$ cat src/rtl/lcd_pkg.sv
// rtl/lcd_pkg.sv - shared types and constants for the HD44780 LCD sequencer
// Purpose : FSM state encoding, power-up init command ROM, packed o_io_lcd bit positions,
//           long-execution (clear/home) command codes and small helper functions.
// Ports   : none (package)
package lcd_pkg;

   typedef enum logic [2:0] {
      ST_PWRUP,
      ST_SETUP,
      ST_EN,
      ST_HOLD,
      ST_WAIT,
      ST_IDLE
   } lcd_state_t;

   // Init ROM, index 0 is sent first: 8-bit/2-line, display on, clear, entry increment.
   localparam int INIT_LEN = 4;
   localparam logic [INIT_LEN-1:0][7:0] INIT_CMD = {8'h06, 8'h01, 8'h0C, 8'h38};

   // Bit positions inside the packed o_io_lcd word.
   localparam int BIT_ON   = 31;
   localparam int BIT_BLON = 30;
   localparam int BIT_EN   = 10;
   localparam int BIT_RS   = 9;
   localparam int BIT_RW   = 8;

   // Instructions that need the long (1.64 ms) execution wait.
   localparam logic [7:0] CMD_CLEAR    = 8'h01;
   localparam logic [7:0] CMD_HOME     = 8'h02;
   localparam logic [7:0] CMD_HOME_ALT = 8'h03;

   function automatic logic is_long_cmd(input logic rs, input logic [7:0] data);
      return !rs && (data == CMD_CLEAR || data == CMD_HOME || data == CMD_HOME_ALT);
   endfunction

   function automatic int max_int(input int a, input int b);
      return (a > b) ? a : b;
   endfunction

endpackage

$ cat src/rtl/lcd_delay_cnt.sv
// rtl/lcd_delay_cnt.sv - loadable down-counter with zero flag for LCD timing
// Purpose : holds the remaining cycles of the current sequencer phase; saturates at zero.
// Ports   : i_clk      clock
//           i_reset    synchronous active-high reset, loads RST_VAL
//           i_load     load i_load_val this edge (has priority over decrement)
//           i_load_val value to load (phase length - 1)
//           o_zero     counter has reached zero
module lcd_delay_cnt #(
   parameter int           W       = 8,
   parameter logic [W-1:0] RST_VAL = '0
) (
   input  logic         i_clk,
   input  logic         i_reset,
   input  logic         i_load,
   input  logic [W-1:0] i_load_val,
   output logic         o_zero
);

   logic [W-1:0] cnt;

   always_ff @(posedge i_clk) begin
      if (i_reset) begin
         cnt <= RST_VAL;
      end else if (i_load) begin
         cnt <= i_load_val;
      end else if (cnt != '0) begin
         cnt <= cnt - W'(1);
      end
   end

   assign o_zero = (cnt == '0);

endmodule

$ cat src/rtl/lcd_seq_ctrl.sv
// rtl/lcd_seq_ctrl.sv - HD44780 character LCD init and write sequencer
// Purpose : runs the power-up init sequence, then writes one byte per valid/ready handshake,
//           generating RS/RW/EN/DATA with setup, pulse, hold and execution timing.
// Ports   : i_clk, i_reset            clock, synchronous active-high reset
//           i_req_valid/o_req_ready   byte request handshake
//           i_req_rs, i_req_data      register select and byte for the request
//           o_busy, o_init_done       status (busy = !ready; init_done sticky until reset)
//           o_lcd_on/blon/rw/rs/en    LCD pins, o_lcd_data 8-bit bus
//           o_io_lcd                  packed pin word {ON,BLON,19'b0,EN,RS,RW,DATA}
module lcd_seq_ctrl
   import lcd_pkg::*;
#(
   parameter int T_PWRUP_CYC = 750000,
   parameter int T_SETUP_CYC = 2,
   parameter int T_EN_CYC    = 25,
   parameter int T_HOLD_CYC  = 2,
   parameter int T_CMD_CYC   = 2000,
   parameter int T_CLR_CYC   = 82000
) (
   input  logic        i_clk,
   input  logic        i_reset,
   input  logic        i_req_valid,
   output logic        o_req_ready,
   input  logic        i_req_rs,
   input  logic [7:0]  i_req_data,
   output logic        o_busy,
   output logic        o_init_done,
   output logic        o_lcd_on,
   output logic        o_lcd_blon,
   output logic        o_lcd_rw,
   output logic        o_lcd_rs,
   output logic        o_lcd_en,
   output logic [7:0]  o_lcd_data,
   output logic [31:0] o_io_lcd
);

   localparam int T_MAX = max_int(max_int(max_int(T_PWRUP_CYC, T_SETUP_CYC),
                                          max_int(T_EN_CYC, T_HOLD_CYC)),
                                  max_int(T_CMD_CYC, T_CLR_CYC));
   localparam int CNT_W = $clog2(T_MAX) + 1;

   lcd_state_t state, state_n;
   logic       en_q, en_n;
   logic       rs_q, rs_n;
   logic [7:0] data_q, data_n;
   logic       ready_q, ready_n;
   logic       done_q, done_n;
   logic [1:0] idx_q, idx_n;
   logic [1:0] idx_inc;

   logic             cnt_load;
   logic [CNT_W-1:0] cnt_val;
   logic             cnt_zero;

   lcd_delay_cnt #(
      .W       (CNT_W),
      .RST_VAL (CNT_W'(T_PWRUP_CYC - 1))
   ) u_delay (
      .i_clk      (i_clk),
      .i_reset    (i_reset),
      .i_load     (cnt_load),
      .i_load_val (cnt_val),
      .o_zero     (cnt_zero)
   );

   assign idx_inc = idx_q + 2'd1;

   always_ff @(posedge i_clk) begin
      if (i_reset) begin
         state   <= ST_PWRUP;
         en_q    <= 1'b0;
         rs_q    <= 1'b0;
         data_q  <= 8'h00;
         ready_q <= 1'b0;
         done_q  <= 1'b0;
         idx_q   <= 2'd0;
      end else begin
         state   <= state_n;
         en_q    <= en_n;
         rs_q    <= rs_n;
         data_q  <= data_n;
         ready_q <= ready_n;
         done_q  <= done_n;
         idx_q   <= idx_n;
      end
   end

   // Every phase change reloads the shared counter with the next phase length - 1,
   // so a phase of T cycles ends on the T-th edge after entry.
   always_comb begin
      state_n  = state;
      en_n     = en_q;
      rs_n     = rs_q;
      data_n   = data_q;
      ready_n  = ready_q;
      done_n   = done_q;
      idx_n    = idx_q;
      cnt_load = 1'b0;
      cnt_val  = '0;

      case (state)
         ST_PWRUP: begin
            if (cnt_zero) begin
               state_n  = ST_SETUP;
               rs_n     = 1'b0;
               data_n   = INIT_CMD[0];
               idx_n    = 2'd0;
               cnt_load = 1'b1;
               cnt_val  = CNT_W'(T_SETUP_CYC - 1);
            end
         end
         ST_IDLE: begin
            if (i_req_valid && ready_q) begin
               state_n  = ST_SETUP;
               rs_n     = i_req_rs;
               data_n   = i_req_data;
               ready_n  = 1'b0;
               cnt_load = 1'b1;
               cnt_val  = CNT_W'(T_SETUP_CYC - 1);
            end
         end
         ST_SETUP: begin
            if (cnt_zero) begin
               state_n  = ST_EN;
               en_n     = 1'b1;
               cnt_load = 1'b1;
               cnt_val  = CNT_W'(T_EN_CYC - 1);
            end
         end
         ST_EN: begin
            if (cnt_zero) begin
               state_n  = ST_HOLD;
               en_n     = 1'b0;
               cnt_load = 1'b1;
               cnt_val  = CNT_W'(T_HOLD_CYC - 1);
            end
         end
         ST_HOLD: begin
            if (cnt_zero) begin
               state_n  = ST_WAIT;
               cnt_load = 1'b1;
               cnt_val  = is_long_cmd(rs_q, data_q) ? CNT_W'(T_CLR_CYC - 1)
                                                    : CNT_W'(T_CMD_CYC - 1);
            end
         end
         ST_WAIT: begin
            if (cnt_zero) begin
               // Before init completes, WAIT either chains the next ROM byte or finishes init.
               if (!done_q && idx_q != 2'(INIT_LEN - 1)) begin
                  state_n  = ST_SETUP;
                  idx_n    = idx_inc;
                  rs_n     = 1'b0;
                  data_n   = INIT_CMD[idx_inc];
                  cnt_load = 1'b1;
                  cnt_val  = CNT_W'(T_SETUP_CYC - 1);
               end else begin
                  state_n = ST_IDLE;
                  done_n  = 1'b1;
                  ready_n = 1'b1;
               end
            end
         end
         default: begin
            state_n = ST_PWRUP;
            en_n    = 1'b0;
            ready_n = 1'b0;
         end
      endcase
   end

   assign o_req_ready = ready_q;
   assign o_busy      = ~ready_q;
   assign o_init_done = done_q;
   assign o_lcd_on    = 1'b1;
   assign o_lcd_blon  = 1'b1;
   assign o_lcd_rw    = 1'b0;
   assign o_lcd_rs    = rs_q;
   assign o_lcd_en    = en_q;
   assign o_lcd_data  = data_q;

   always_comb begin
      o_io_lcd           = '0;
      o_io_lcd[BIT_ON]   = 1'b1;
      o_io_lcd[BIT_BLON] = 1'b1;
      o_io_lcd[BIT_EN]   = en_q;
      o_io_lcd[BIT_RS]   = rs_q;
      o_io_lcd[BIT_RW]   = 1'b0;
      o_io_lcd[7:0]      = data_q;
   end

endmodule
$ cat config.mk
export PLATFORM = sky130hd
export DESIGN_NAME = lcd_seq_ctrl
export DESIGN_NICKNAME = d
export VERILOG_FILES = /design/src/rtl/lcd_pkg.sv /design/src/rtl/lcd_delay_cnt.sv /design/src/rtl/lcd_seq_ctrl.sv
export SDC_FILE = /design/constraint.sdc
export NUM_CORES = 1
export LEC_CHECK = 0
export ABC_AREA = 1
export CORE_MARGIN = 8
export CORE_UTILIZATION = 30
export DETAILED_ROUTE_END_ITERATION = 6
export GPL_TIMING_DRIVEN = 0
export PLACE_DENSITY = 0.62
export SLEW_MARGIN = 30
export SYNTH_ARGS = -nofsm -noshare
export SYNTH_HDL_FRONTEND = slang
export SYNTH_SLANG_ARGS = --single-unit
$ cat constraint.sdc
create_clock -name i_clk -period 4.3 [get_ports i_clk]
set_clock_uncertainty 0.05 [all_clocks]
set_input_delay 0.43 -clock i_clk [delete_from_list [all_inputs] [get_ports i_clk]]
set_output_delay 0.43 -clock i_clk [all_outputs]
set_load 0.01 [all_outputs]
# == Yosys cells after proc, flatten, opt, wreduce, memory -nomap -nowiden ==
# Cells that the tools add are included.
# word_totals
output_inout_bits,48
word_cells,99
reg_bits,38
in_bits,12
# classes
n_bitwise,4
addsub,2
n_lt_le_gt_ge,1
eq_ne,17
mux,45
reduce_logical,22
# op_table
op,n
17-bit one-hot mux with 5 select lines,1
21-bit two-way mux,2
8-bit two-way mux,5
17-bit two-way mux,2
8-bit one-hot mux with 3 select lines,1
21-bit zero test,1
3-bit two-way mux,7
21-bit nonzero test,1
21-bit by 1-bit subtractor with 21-bit output (second input constant),1
2-bit inequality test (second input constant),9
3-bit one-hot mux with 6 select lines,1
8-bit binary-select mux with 2-bit select,1
8-bit by 2-bit == test with 1-bit output (second input constant),2
1-bit two-way mux,16
1-bit one-hot mux with 3 select lines,4
8-bit by 1-bit == test with 1-bit output (second input constant),1
4-bit AND reduction,2
4-bit OR reduction,2
3-bit by 2-bit == test with 1-bit output (second input constant),2
3-bit == test (second input constant),2
2-bit two-way mux,3
3-bit AND reduction,2
6-bit AND reduction,1
5-bit two-way mux,1
13 further kinds,21

# == Longest topological paths before layout ==
# Gate-level depths: netlist of run 1.
# logic_depth
ltp_word,8
mapped_depth,11
mapped_depth_nobuf,11

# == Hierarchy ==
# A second synthesis of run 1 with hierarchy kept.
# unflattened
cells_unflattened,420
hier_area_um2,2882.8
# modules_own_cells
mod,seq_area_each_um2,cells_each,area_each_um2,n_inst
lcd_seq_ctrl,340.3,214,1482.7,1
lcd_delay_cnt,420.4,206,1400.1,1

# == Least setup slack after synthesis of run 1 ==
# Ideal clock, no wire load.
# synth_path
kind,register to register
from,reg u_delay.cnt[0]
to,reg u_delay.cnt[2]
path_buffers,1
required_ns,4.124
arrival_ns,1.500
period_less_slack_ns,1.676
slack_ns,2.624
setup_ns,0.126
stages_incl_launch_ff,11
cell_sequence,dfxtp_1 > inv_1 > ha_1 > nand2_2 > nor2_4 > nand2_1 > nor2_4 > nand3_2 > buf_6 > nand3_1 > nand2_1
# synth_between
elab_chain_len,4
elab_cells_between_ends,11
classes_between,1 x add/sub; 7 x mux; 3 x reduce/logical
# synth_rtl
item,line_no,rtl
start: declaration,lcd_delay_cnt.sv:19,logic [W-1:0] cnt;
start signal: assignment,lcd_delay_cnt.sv:25,cnt <= i_load_val;
start signal: assignment,lcd_delay_cnt.sv:27,cnt <= cnt - W'(1);
"parallel branches: the longest is 4 deep, another holds 21-bit by 1-bit subtractor with 21-bit output",-,
# Parallel ways; which one is timed is not known. The select of a mux whose other input is x is not followed.
# A chain may end at the register's enable or synchronous reset.

# == Worst setup path in the final report of run 1 ==
# layout_path
from,reg u_delay.cnt[0]
to,reg u_delay.cnt[0]
# layout_between
elab_chain_len,4
elab_cells_between_ends,13
classes_between,1 x add/sub; 9 x mux; 3 x reduce/logical
# layout_rtl
item
"parallel branches: the longest is 4 deep, another holds 21-bit by 1-bit subtractor with 21-bit output"
# Parallel ways; which one is timed is not known. The select of a mux whose other input is x is not followed.

==> results of run 1 <==
-- final timing paths --
path / end / start / slack [ns] / cells after the start
max: u_delay.cnt[0] / u_delay.cnt[0] / 2.29 / 9
min: o_lcd_en / o_lcd_en / 0.43 / 2
max reg2reg: u_delay.cnt[0] / u_delay.cnt[0] / 2.29 / 9
min reg2reg: o_lcd_en / o_lcd_en / 0.43 / 2
-- routing by layer --
layer | routed length (µm) | global-route usage
met3 | 557 | 0.0311
met1 | 2960 | 0.135
met2 | 3110 | 0.197
met5 | 0 | 0
met4 | 93 | 0.0395
-- sequential cells by signal (all words and copies together) (netlist names) --
| signal | count |
|---|---|
| u_delay.cnt | 21 |
| o_lcd_data | 8 |
| state | 3 |
| idx_q | 2 |
| o_init_done | 1 |
| o_lcd_en | 1 |
| o_lcd_rs | 1 |
| o_req_ready | 1 |
-- metrics by stage --
stage	hold slack, ns	cell area, µm²	instances
after detailed placement	0.419	3170	566
after floorplan	0.402	2710	425
after global placement	0.414	3170	566
after global routing	0.462	3250	573
final	0.432	3250	573
after CTS	0.431	3250	573
-- power groups by stage --
stage | Sequential (mW) | Combinational [mW] | Clock [mW]
after floorplan | 0.364 | 0.0404 | 0
after CTS | 0.356 | 0.0552 | 0.250
after detailed placement | 0.364 | 0.0550 | 0
final | 0.356 | 0.0565 | 0.242
after global routing | 0.356 | 0.0629 | 0.266
after global placement | 0.364 | 0.0550 | 0
-- cell type report --
cell class / count / area share
multi-input cells: 298 / 0.451
flip-flops and latches: 38 / 0.234
repair buffers: 33 / 0.102
plain buffers: 41 / 0.0928
inverters: 48 / 0.0555
well taps: 108 / 0.0416
clock buffers: 7 / 0.0235
-- layout by cell type (no fill, tap or decap), types with 4 or more instances in the layout --
master	instances
xor2_1	6
nor2_4	6
a21oi_1	14
nor3_1	5
nor2_1	55
xnor2_1	5
inv_2	7
dfxtp_1	38
nand3_1	28
conb_1	25
inv_1	40
nand4_1	8
o21ai_0	7
ha_1	4
clkbuf_1	5
nand2_2	7
clkbuf_8	5
buf_4	35
nand2_1	105
nor2_2	6
clkdlybuf4s50_1	33
o21ai_1	4
-- critical path: stages, from the launching register on --
cell     delay [ns]
dfxtp_1        0.33
inv_1          0.11
ha_1           0.24
nand2_2        0.12
nor2_4         0.22
nand4_2        0.27
nand2_2        0.24
inv_2          0.13
nand3_1        0.09
nand3_1        0.06
-- logic make-up (layout without fill, tap and decap cells) --
kind of cell / count (synthesis) / after routing
xor gates and xnor gates: 11 / 11
buffers and inverters: 89 / 129
AOI/OAI and AO/OA: 31 / 31
and+or+nand+nor: 227 / 227
DFF: 38 / 38
other: 2 / 25
adders and majority gates: 4 / 4
==> metrics.csv, run 1 <==
metric;value;unit
Yosys warning total;0;
die footprint;12000;µm²
Die X;109;µm
Final WS setup;2.29;ns
Max Cap Viol;0;
Rows;34;
Max Fclk;497;MHz
TritonCTS Buffers;5;
Multi-input gate area;1460;µm²
post-CTS setup buffers;0;
Post-Synth Adder-Cell Area;0.0191;
status;complete, no violations;
largest net degree at the start of global routing;11;
Worst-Margin Slew;0.527;ns
Final Slew Violations;0;
Final Util;0.378;
Post-synth top cells;nand2_1 (105), nor2_1 (55), inv_1 (40);
Vias;2490;
Synth Area in XOR/XNOR;0.0368;
Setup TNS Final;0;ns
Leak Pwr;1.52;nW
main combinational cell family by area after synthesis;simple AND/OR/NAND/NOR gates;
simple-gate share of the synthesized area;0.402;
CP endpoint kind;flip-flop;
largest area contributor in the netlist;dfxtp_1;
Synth cell types;33;
Remaining DRCs;0;
Sw Ratio;0.245;
clock share of power;0.370;
Avg Cell Area, Syn;6.52;µm²
Startpoint Class;flip-flop;
Nets;481;
Fin. Hold Viols;0;
Synth Area in Compound Gates;0.0654;
CTS clk-pin slew, worst paths;0.07;ns
maximum vdd drop;0.000118;V
fin crit period;2.01;ns
mux contribution to synthesized area;0;
Max transition margin;0.649;
Buffers on Ports;33;
Starting Density;0.305;
area share of the largest cell type after synthesis;0.290;
Die Ht;109;µm
DRT antenna net count;0;
# setup viols final;0;
Seq pwr share;0.544;
Root Buffer;clkbuf_8;
WL/cell;11.7;µm
crit-path max FO;9;
Hold Crit Class;reg -> reg;
worst skew pair latency;0.30;ns
period utilization;0.468;
Fillers;950;
overall routing resource usage;0.115;
RSZ-0062 raised after global routing;false;
total gr overflow;0;
CP Data Required Time;4.42;ns
mapped cell area;2620;µm²
Sequential cell area;761;µm²
final WL;6720;µm
CTS Sinks;38;
async set-or-reset flop fraction in the synthesized netlist;0;
number of global-route vias before repair;2300;
post-cts sizing count;0;
synth top area cells;dfxtp_1 (29%), nand2_1 (15%), buf_4 (10%);
vias per inst;4.35;
First DRT Iteration DRCs;107;
pwr dens;201;nW/µm²
ant diodes;0;
layout cells sized above 1;0.161;
CTS Buffer Depth;2;
DR pass1 iterations;4;
area grow syn2layout;24.0;%
Tot Pwr;0.654;mW
first-pass GRT wire length;10900;µm
number of I/O pins;60;
hpwl dp;5270;µm
kind of critical path;reg -> reg;
most common cell in the netlist;nand2_1;
WP data arrival;2.13;ns
Combinational Power Share;0.086;
initial antenna violation count;0;
Syn Inst Count;402;
switching power;0.160;mW
EDFF count, synth;0;
hold_buf cts;0;
CTS tree;built;
Core Region;8590;µm²
GP Congestion;0.887;
sequential area share after synthesis;0.290;
H-Tree Depth;2;
Place WS;2.32;ns
cell-internal power;0.494;mW
ys flop type;dfxtp_1;
register bit count reported by yosys;38;
Power figures use the tool's default switching activity.
==> run 2, diff against run 1 <==
PLACE_DENSITY = 0.64   (was 0.62)
clock period = 1.8 ns   (was 4.3 ns; I/O delays follow)
==> metrics.csv, run 2 (synthesis gave the netlist of run 1 again) <==
metric;value;unit;change
status;complete, no violations;;
hold_buf cts;0;;unchanged
Vias;2564;;+3.0%
number of I/O pins;60;;unchanged
GP Congestion;0.994;;+12%
crit-path max FO;5;;-4
Final Slew Violations;0;;unchanged
First DRT Iteration DRCs;134;;+25%
Worst-Margin Slew;0.513;ns;-0.0144 ns
hpwl dp;5020;µm;-4.7%
RSZ-0062 raised after global routing;true;;
max FFs per register;21;;unchanged
CTS Buffer Depth;2;;unchanged
layout cells sized above 1;0.237;;+0.0753
fin cells;594;;+3.7%
largest net degree at the start of global routing;12;;+1
commonest cells after routing, fill and taps aside;nand2_1 (101), nor2_1 (53), buf_4 (53);;
CTS Sinks;38;;unchanged
DR pass1 iterations;4;;unchanged
Tot Pwr;1.57;mW;+140%
area grow syn2layout;34.7;%;
H-Tree Depth;2;;unchanged
pwr dens;444;nW/µm²;+120%
Starting Density;0.305;;unchanged
worst skew pair latency;0.29;ns;about the same
Max Cap Viol;0;;unchanged
overall routing resource usage;0.111;;-0.00420
Startpoint Class;flip-flop;;
WL/cell;11.6;µm;-0.91%
number of global-route vias before repair;2298;;-0.087%
DRT antenna net count;0;;unchanged
Remaining DRCs;0;;unchanged
CTS clk-pin slew, worst paths;0.08;ns;about the same
reg2reg path depth;11;;+2
WP data arrival;1.90;ns;-0.23 ns
Hold Crit Class;in -> reg;;
TritonCTS Buffers;5;;unchanged
Max Fclk;560;MHz;+13%
Setup TNS Final;0;ns;unchanged
Leak Pwr;1.66;nW;+9.2%
final WL;6900;µm;+2.7%
Sequential cell area;764;µm²;+0.49%
vias per inst;4.32;;-0.67%
Fin. Hold Viols;0;;unchanged
Die Ht;109;µm;unchanged
commonest non-fill, non-tap cell in the layout;nand2_1;;
Root Buffer;clkbuf_8;;
Hold Crit Depth;2;;unchanged
kind of critical path;reg -> reg;;
Max transition margin;0.658;;+0.00962
Fillers;908;;-4.4%
Biggest register;u_delay.cnt;;
Place WS;-0.191;ns;-2.51 ns
CP endpoint kind;flip-flop;;
Rows;34;;unchanged
period utilization;0.993;;+0.525
Nets;502;;+4.4%
Core Region;8590;µm²;unchanged
CP Data Required Time;1.92;ns;-2.50 ns
fin crit period;1.79;ns;-0.224 ns
Buffers on Ports;33;;unchanged
ant diodes;0;;unchanged
Min Hold Slack;0.257;ns;-0.175 ns
first-pass GRT wire length;10700;µm;-1.4%
# setup viols final;0;;unchanged
initial antenna violation count;0;;unchanged
CTS tree;built;;
DP Cell Count;566;;unchanged
maximum vdd drop;0.000230;V;+94%
Die X;109;µm;unchanged
Multi-input gate area;1550;µm²;+6.0%
Final WS setup;0.0133;ns;-2.28 ns
die footprint;12000;µm²;unchanged
total gr overflow;0;;unchanged
## run 2: changes by cell type in the layout (fill, tap and decap cells not counted), sizes merged
cell / before / now
clkbuf: 10 / 8
clkinv: 1 / 3
buf: 38 / 59
## run 2: what timing repair did
item | CTS | global route
gates cloned | 0 | 1
pin swaps | 6 | 9
resized for setup | 10 | 24
setup buffers | 5 | 15
endpoints found under the setup margin | 33 | 36
## run 2: path summary, 6_finish.rpt
check | slack, ns | from | endpoint
min reg2reg | 0.43 | o_lcd_en | o_lcd_en
min | 0.26 | i_reset | u_delay.cnt[9]
max | 0.01 | u_delay.cnt[0] | u_delay.cnt[2]
max reg2reg | 0.01 | u_delay.cnt[0] | u_delay.cnt[2]
## run 2: critical path, cell delays in order (launching register included)
cell and delay (ns):
dfxtp_2 0.35, inv_2 0.10, ha_4 0.17, nand2_4 0.07, nor2_4 0.21, buf_6 0.13, nand2_4 0.06, nor2_4 0.12
nand3_2 0.13, buf_6 0.17, nand3_2 0.07, nand2_1 0.04
## run 2: layout make-up
cell class,instances,share of cell area
well taps,108,0.0383
flip-flops and latches,38,0.217
multi-input cells,298,0.440
repair buffers,54,0.144
inverters,48,0.0518
clock buffers,5,0.0195
plain buffers,41,0.0872
clock inverters,2,0.00284
## run 2: per-stage QoR
stage | utilization | instance area, µm²
2_1_floorplan | - | 2710
3_3_place_gp | 0.369 | 3170
3_5_place_dp | 0.369 | 3170
4_1_cts | 0.387 | 3330
5_1_grt | 0.411 | 3530
6_report | 0.411 | 3530
## run 2: layer usage
layer	track usage	wire [µm]	part of all wire	vias to the layer above
li1	-	-	-	1359
met1	0.134	2960	0.43	1120
met2	0.189	3230	0.47	79
met3	0.0270	641	0.093	6
met4	0.0318	66	0.0096	0
met5	0	0	0	-
## run 2: report_power, final
part | total, mW | switching, mW | leakage [nW] | internal (mW)
Clock | 0.570 | 0.310 | 0.0438 | 0.260
Sequential | 0.852 | 0.00601 | 0.308 | 0.846
Combinational | 0.145 | 0.0712 | 1.31 | 0.0738
Total | 1.57 | 0.387 | 1.66 | 1.18
==> run 3, diff against run 2 <==
ABC_CLOCK_PERIOD_IN_PS = 1800   (was unset)
==> results of run 3 <==
Same layout as run 2: the final DEF is identical, and so are final timing and power.
